--- src/rtl/pc_gen.sv ---
// Fetch PC generator: sequential PC, redirects, outstanding-fetch tracking with in-order response tagging.
// Optional feature macro: PCGEN_ALIGN_CHK_EN (flag misaligned redirect targets instead of force-aligning them).
module pc_gen #(
  parameter int unsigned       ADDR_W      = 32,
  parameter logic [ADDR_W-1:0] RESET_VEC   = '0,
  parameter int unsigned       FETCH_BYTES = 4,
  parameter int unsigned       QDEPTH      = 4
) (
  input  logic              clk,
  input  logic              rst,
  input  logic              stall,
  input  logic              jmp_valid,
  input  logic [ADDR_W-1:0] jmp_pc,
  input  logic              exc_valid,
  input  logic [ADDR_W-1:0] exc_pc,
  output logic              req_valid,
  output logic [ADDR_W-1:0] req_pc,
  input  logic              req_ready,
  input  logic              resp_valid,
  output logic              inst_valid,
  output logic [ADDR_W-1:0] inst_pc,
  output logic              misalign_o
);

  localparam int unsigned CNT_W = $clog2(QDEPTH + 1);
  localparam int unsigned PTR_W = $clog2(QDEPTH);

  logic [ADDR_W-1:0] pc_q, pc_d;
  logic [CNT_W-1:0]  live_q, live_d;
  logic [CNT_W-1:0]  stale_q, stale_d;
  logic [PTR_W-1:0]  wr_ptr_q, wr_ptr_d;
  logic [PTR_W-1:0]  rd_ptr_q, rd_ptr_d;
  logic              misalign_q, misalign_d;
  logic [ADDR_W-1:0] fifo_q [QDEPTH];

  logic              redirect;
  logic [ADDR_W-1:0] target;
  logic [ADDR_W-1:0] tgt_load;
  logic              tgt_misalign;
  logic [CNT_W-1:0]  occ;
  logic              push;
  logic              pop;
  logic              drop;

  assign redirect = jmp_valid | exc_valid;
  assign target   = exc_valid ? exc_pc : jmp_pc;
  assign occ      = live_q + stale_q;

`ifdef PCGEN_ALIGN_CHK_EN
  assign tgt_load     = target;
  assign tgt_misalign = |target[1:0];
`else
  assign tgt_load     = target & ~ADDR_W'(3);
  assign tgt_misalign = 1'b0;
`endif

  // Responses return in issue order: flushed ones are consumed before live ones.
  assign req_valid  = !rst && !stall && !redirect && (occ < CNT_W'(QDEPTH)) && !misalign_q;
  assign push       = req_valid && req_ready;
  assign drop       = !rst && resp_valid && (stale_q != '0);
  assign pop        = !rst && resp_valid && (stale_q == '0) && (live_q != '0);

  assign req_pc     = pc_q;
  assign inst_valid = pop;
  assign inst_pc    = fifo_q[rd_ptr_q];
  assign misalign_o = misalign_q;

  always_comb begin
    pc_d       = pc_q;
    live_d     = live_q;
    stale_d    = stale_q;
    wr_ptr_d   = wr_ptr_q;
    rd_ptr_d   = rd_ptr_q;
    misalign_d = misalign_q;
    if (rst) begin
      pc_d       = RESET_VEC;
      live_d     = '0;
      stale_d    = '0;
      wr_ptr_d   = '0;
      rd_ptr_d   = '0;
      misalign_d = 1'b0;
    end else if (redirect) begin
      // Every live fetch becomes stale except one answered this very cycle.
      pc_d       = tgt_load;
      misalign_d = tgt_misalign;
      stale_d    = stale_q + live_q - CNT_W'(pop) - CNT_W'(drop);
      live_d     = '0;
      rd_ptr_d   = wr_ptr_q;
    end else begin
      if (push) begin
        pc_d     = pc_q + ADDR_W'(FETCH_BYTES);
        wr_ptr_d = wr_ptr_q + PTR_W'(1);
      end
      if (pop) begin
        rd_ptr_d = rd_ptr_q + PTR_W'(1);
      end
      live_d  = live_q + CNT_W'(push) - CNT_W'(pop);
      stale_d = stale_q - CNT_W'(drop);
    end
  end

  always_ff @(posedge clk) begin
    pc_q       <= pc_d;
    live_q     <= live_d;
    stale_q    <= stale_d;
    wr_ptr_q   <= wr_ptr_d;
    rd_ptr_q   <= rd_ptr_d;
    misalign_q <= misalign_d;
  end

  // PC storage needs no reset; occupancy is tracked by the counters.
  always_ff @(posedge clk) begin
    if (push) begin
      fifo_q[wr_ptr_q] <= pc_q;
    end
  end

endmodule

--- config.mk ---
export PLATFORM = sky130hd
export DESIGN_NAME = pc_gen
export DESIGN_NICKNAME = d
export VERILOG_FILES = /design/src/rtl/pc_gen.sv
export SDC_FILE = /design/constraint.sdc
export NUM_CORES = 1
export LEC_CHECK = 0
export CORE_MARGIN = 4
export CORE_UTILIZATION = 50
export CTS_CLUSTER_DIAMETER = 60
export CTS_CLUSTER_SIZE = 30
export DETAILED_ROUTE_END_ITERATION = 12
export PLACE_DENSITY = 0.77
export SLEW_MARGIN = 20
export SYNTH_ARGS = -nofsm -noshare
export SYNTH_HDL_FRONTEND = slang
export SYNTH_SLANG_ARGS = --single-unit
export TNS_END_PERCENT = 1
--- constraint.sdc ---
create_clock -name clk -period 5.85 [get_ports clk]
set_input_delay 0.585 -clock clk [delete_from_list [all_inputs] [get_ports clk]]
set_output_delay 0.585 -clock clk [all_outputs]
set_load 0.01 [all_outputs]
==> impl_metrics.csv <==
group,metric,value,unit
drt,vias,5097,
critical_path,r2r-start,"live_q[1]$_SDFF_PP0_",
critical_path,r2r_slack,2.32,ns
layout,area_growth,27.5,%
power_and_ir_drop,ir_worst_vdd,0.000211,V
floorplan,die_area,0.0164,sq mm
cts,cts_tree,"done",
floorplan,die_x,128,um
critical_path,slowest_stage,"or3_1",
drt,ant_nets,0,
critical_path,cp.required,6.14,ns
critical_path,path_class,"primary input to flip-flop",
timing,skew,0.00828,ns
cts,clock_latency,0.42,ns
worst_hold_path,min_from,"wr_ptr_q[1]$_SDFFE_PP0P_",
timing,setup_viol,0,
critical_path,cp.arrival,3.92,ns
status,status,"completed",
floorplan,coreArea,0.0140,sq mm
drt,routed_wl,18000,um
drt,firstDrtPassIters,5,
layout,multi_input_area,0.00258,sq mm
placed_design,dp.cells,811,
global_route,grt_max_degree,35,
critical_path,crit_family,"simple AND/OR/NAND/NOR gates",
timing,rsz0062_at_grt,"no",
synth,async_flop_share,0,%
drt,wl_per_cell,21.4,um
power_and_ir_drop,power_density,281,mW/mm^2
power_and_ir_drop,switchingPower,0.000631,W
power_and_ir_drop,p_leak,3.06,nW
layout,instances_no_fill,843,
floorplan,io_pins,138,
cts,cts_root_buf,"clkbuf_16",
global_route,grt_pass1_wl,28000,um
layout,fillerInstances,993,
timing,fin_crit_sh,62.0,%
layout,nets,735,
synth,synth_edf_count,120,
floorplan,start_util,51.4,%
synth,syn_inst,523,
power_and_ir_drop,p_int,0.00195,W
timing,slew_violations,0,
cts,clk_pin_slew,0.06,ns
critical_path,start_kind,"primary input",
placed_design,port_buffers,128,
timing,final_hold_viol_count,0,
synth,ys_ff_latch,162,
power_and_ir_drop,p_clk_share,39.2,%
timing,relSlewSlack,38.3,%
timing,worst_slew_pin_slew,0.917,ns
cts,clockBufferDepth,2,
synth,yosys_warnings,0,
placed_design,dp_slack,1.81,ns
drt,vias_per_cell,6.05,
floorplan,die_h,128,um
cts,postCtsSetupBuffers,0,
global_route,grt_pass1_vias,5087,
cts,cts_buffers,17,
critical_path,reg2reg_depth,13,
layout,drive_gt1_share,12.4,%
critical_path,endpoint_kind,"flip-flop",
timing,finalSetupTns,0,ns
layout,seq_area,0.00445,sq mm
timing,fmax,276,MHz
power_and_ir_drop,p_seq_share,51.1,%
synth,ys.flop_type,"edfxtp_1",
critical_path,reg2reg_to,"live_q[2]$_SDFF_PP0_",
synth,syn_area,0.00720,sq mm
global_route,grt_overflow_total,0,
cts,h-tree-depth,4,
timing,fin_crit,3.63,ns
job,drv_cap,0,
critical_path,slowest_delay,0.64,ns
critical_path,cp.depth,13,
power_and_ir_drop,switching_share,24.5,%
layout,diodes,0,
drt,drtIter0Drc,569,
global_route,antenna_found_initial,0,
synth,syn_area_per_cell,13.8,sq um
power_and_ir_drop,combinationalPowerShare,9.7,%
critical_path,worst-path-buf-inv,5,
placed_design,gp_congestion,0.883,
worst_hold_path,hold_path_end,"wr_ptr_q[1]$_SDFFE_PP0P_",
cts,ctsResizeCount,0,
placed_design,hpwl,12100,um
worst_hold_path,hp-class,"flip-flop to flip-flop",
synth,synthDistinctLibCells,58,
critical_path,worstPathMaxFanout,34,
synth,yosysSeqAreaShare,61.8,%
global_route,grtUsageTotal,22.4,%
timing,setup_ws,2.22,ns
critical_path,crit_chain,"clkdlybuf4s50_1 -> buf_4 -> or3_1 -> nor3_4 -> inv_2 -> ha_1 -> inv_1 -> ha_1 -> inv_1 -> fa_1 -> xor2_1 -> xnor2_1 -> nor2_1",
worst_hold_path,min_path_cells,2,
cts,holdBufCountCts,0,
floorplan,row_count,43,
cts,cts_sinks,162,
drt,drc,0,
## cell type report
class / instances / share of cell area (%)
clock buffer: 17 / 4.64
inverter: 15 / 0.614
clock inverter: 15 / 1.19
multi-input combinational: 320 / 28.2
tap: 180 / 2.45
sequential: 162 / 48.5
timing repair buffer: 134 / 14.5
## Yosys cell counts (all sizes together) (11+ instances only)
master,number,area share [%]
nor2,37,1.9
a21oi,19,1.3
mux4,30,9.4
inv,14,0.73
ha,11,1.9
clkbuf,20,1.0
nand2,32,1.7
nor3,13,1.1
nand3,16,1.1
edfxtp,120,50
dfxtp,42,12
## kinds of logic (layout without fill, tap and decap cells)
kind of cell             count (synthesis)  in the layout  share of synthesized area (%)
AO/OA/AOI/OAI                           98             98                           9.58
XOR/XNOR                                20             20                           2.85
adder cells (fa/ha/maj)                 14             14                           2.75
buffers and inverters                   45            181                           2.63
flip-flops                             162            162                           61.8
multiplexers                            32             32                           9.67
other                                    1              5                         0.0521
AND/OR/NAND/NOR                        151            151                           10.7
## registers in the layout (all words and copies together) (netlist names), named ones only
signal / count
wr_ptr_q: 2
fifo_q: 120
live_q: 3
req_pc: 30
rd_ptr_q: 2
stale_q: 3
## cells in the final DEF, fill, tap and decap left out, types with 5 or more instances in the layout
cell type / synthesis / routed
clkdlybuf4s50_1: 0 / 128
edfxtp_1: 120 / 120
dfxtp_1: 42 / 41
nor2_1: 37 / 37
nand2_1: 32 / 32
mux4_2: 30 / 30
a21oi_1: 19 / 19
clkbuf_16: 0 / 17
nand3_1: 16 / 16
inv_1: 13 / 13
nor3_1: 12 / 12
ha_1: 11 / 11
o22ai_1: 10 / 10
a22oi_1: 10 / 10
nand4_1: 10 / 10
a211oi_1: 10 / 10
o21ai_0: 10 / 10
xnor2_1: 10 / 10
and3_1: 8 / 8
xor2_1: 8 / 8
a311oi_1: 8 / 8
nand2b_1: 6 / 6
o21a_1: 6 / 6
buf_4: 5 / 6
conb_1: 1 / 5
## power groups by stage
stage | Combinational, W | Sequential [W] | Clock, W
final | 0.000250 | 0.00132 | 0.00101
after global routing | 0.000268 | 0.00133 | 0.00107
after CTS | 0.000250 | 0.00132 | 0.00101
after detailed placement | 0.000249 | 0.00134 | 0
after global placement | 0.000245 | 0.00134 | 0
after floorplan | 0.000119 | 0.00133 | 0
## worst reg2reg max path, cell delays in order (launching register included)
cell and delay (ns):
dfxtp_1 0.42, inv_1 0.09, fa_1 0.49, xnor3_2 0.34, nor3_4 0.53, inv_2 0.23
ha_1 0.33, inv_1 0.06, ha_1 0.12, inv_1 0.04, fa_1 0.37, xor2_1 0.19
xnor2_1 0.14, nor2_1 0.05
## metal layers
layer | vias up | GRT usage [%] | wire length, um
li1 | 2298 | - | -
met1 | 2511 | 29.7 | 7210
met2 | 258 | 36.9 | 8980
met3 | 30 | 5.00 | 1420
met4 | 0 | 7.68 | 393
met5 | - | 0 | 0
## worst max-delay path by stage
| stage | from | end | slack [ns] |
|---|---|---|---|
| after floorplan | live_q[1]$_SDFF_PP0_ | live_q[2]$_SDFF_PP0_ | 2.94 |
| after CTS | rst | live_q[2]$_SDFF_PP0_ | 2.26 |
| after global placement | rst | live_q[2]$_SDFF_PP0_ | 1.88 |
| after detailed placement | rst | live_q[2]$_SDFF_PP0_ | 1.81 |
| after global routing | rst | live_q[2]$_SDFF_PP0_ | 2.07 |
| final | rst | live_q[2]$_SDFF_PP0_ | 2.22 |
## per-stage QoR
step	area (sq um)	util (%)	total power, W	hold slack (ns)
floorplan	7210	-	0.00145	0.481
global placement	8640	61.7	0.00159	0.492
detailed placement	8640	61.8	0.00159	0.509
CTS	9170	65.6	0.00258	0.518
global route	9170	65.6	0.00266	0.566
finish	9170	65.6	0.00258	0.519
No activity file was read; power rests on OpenSTA's default activity.
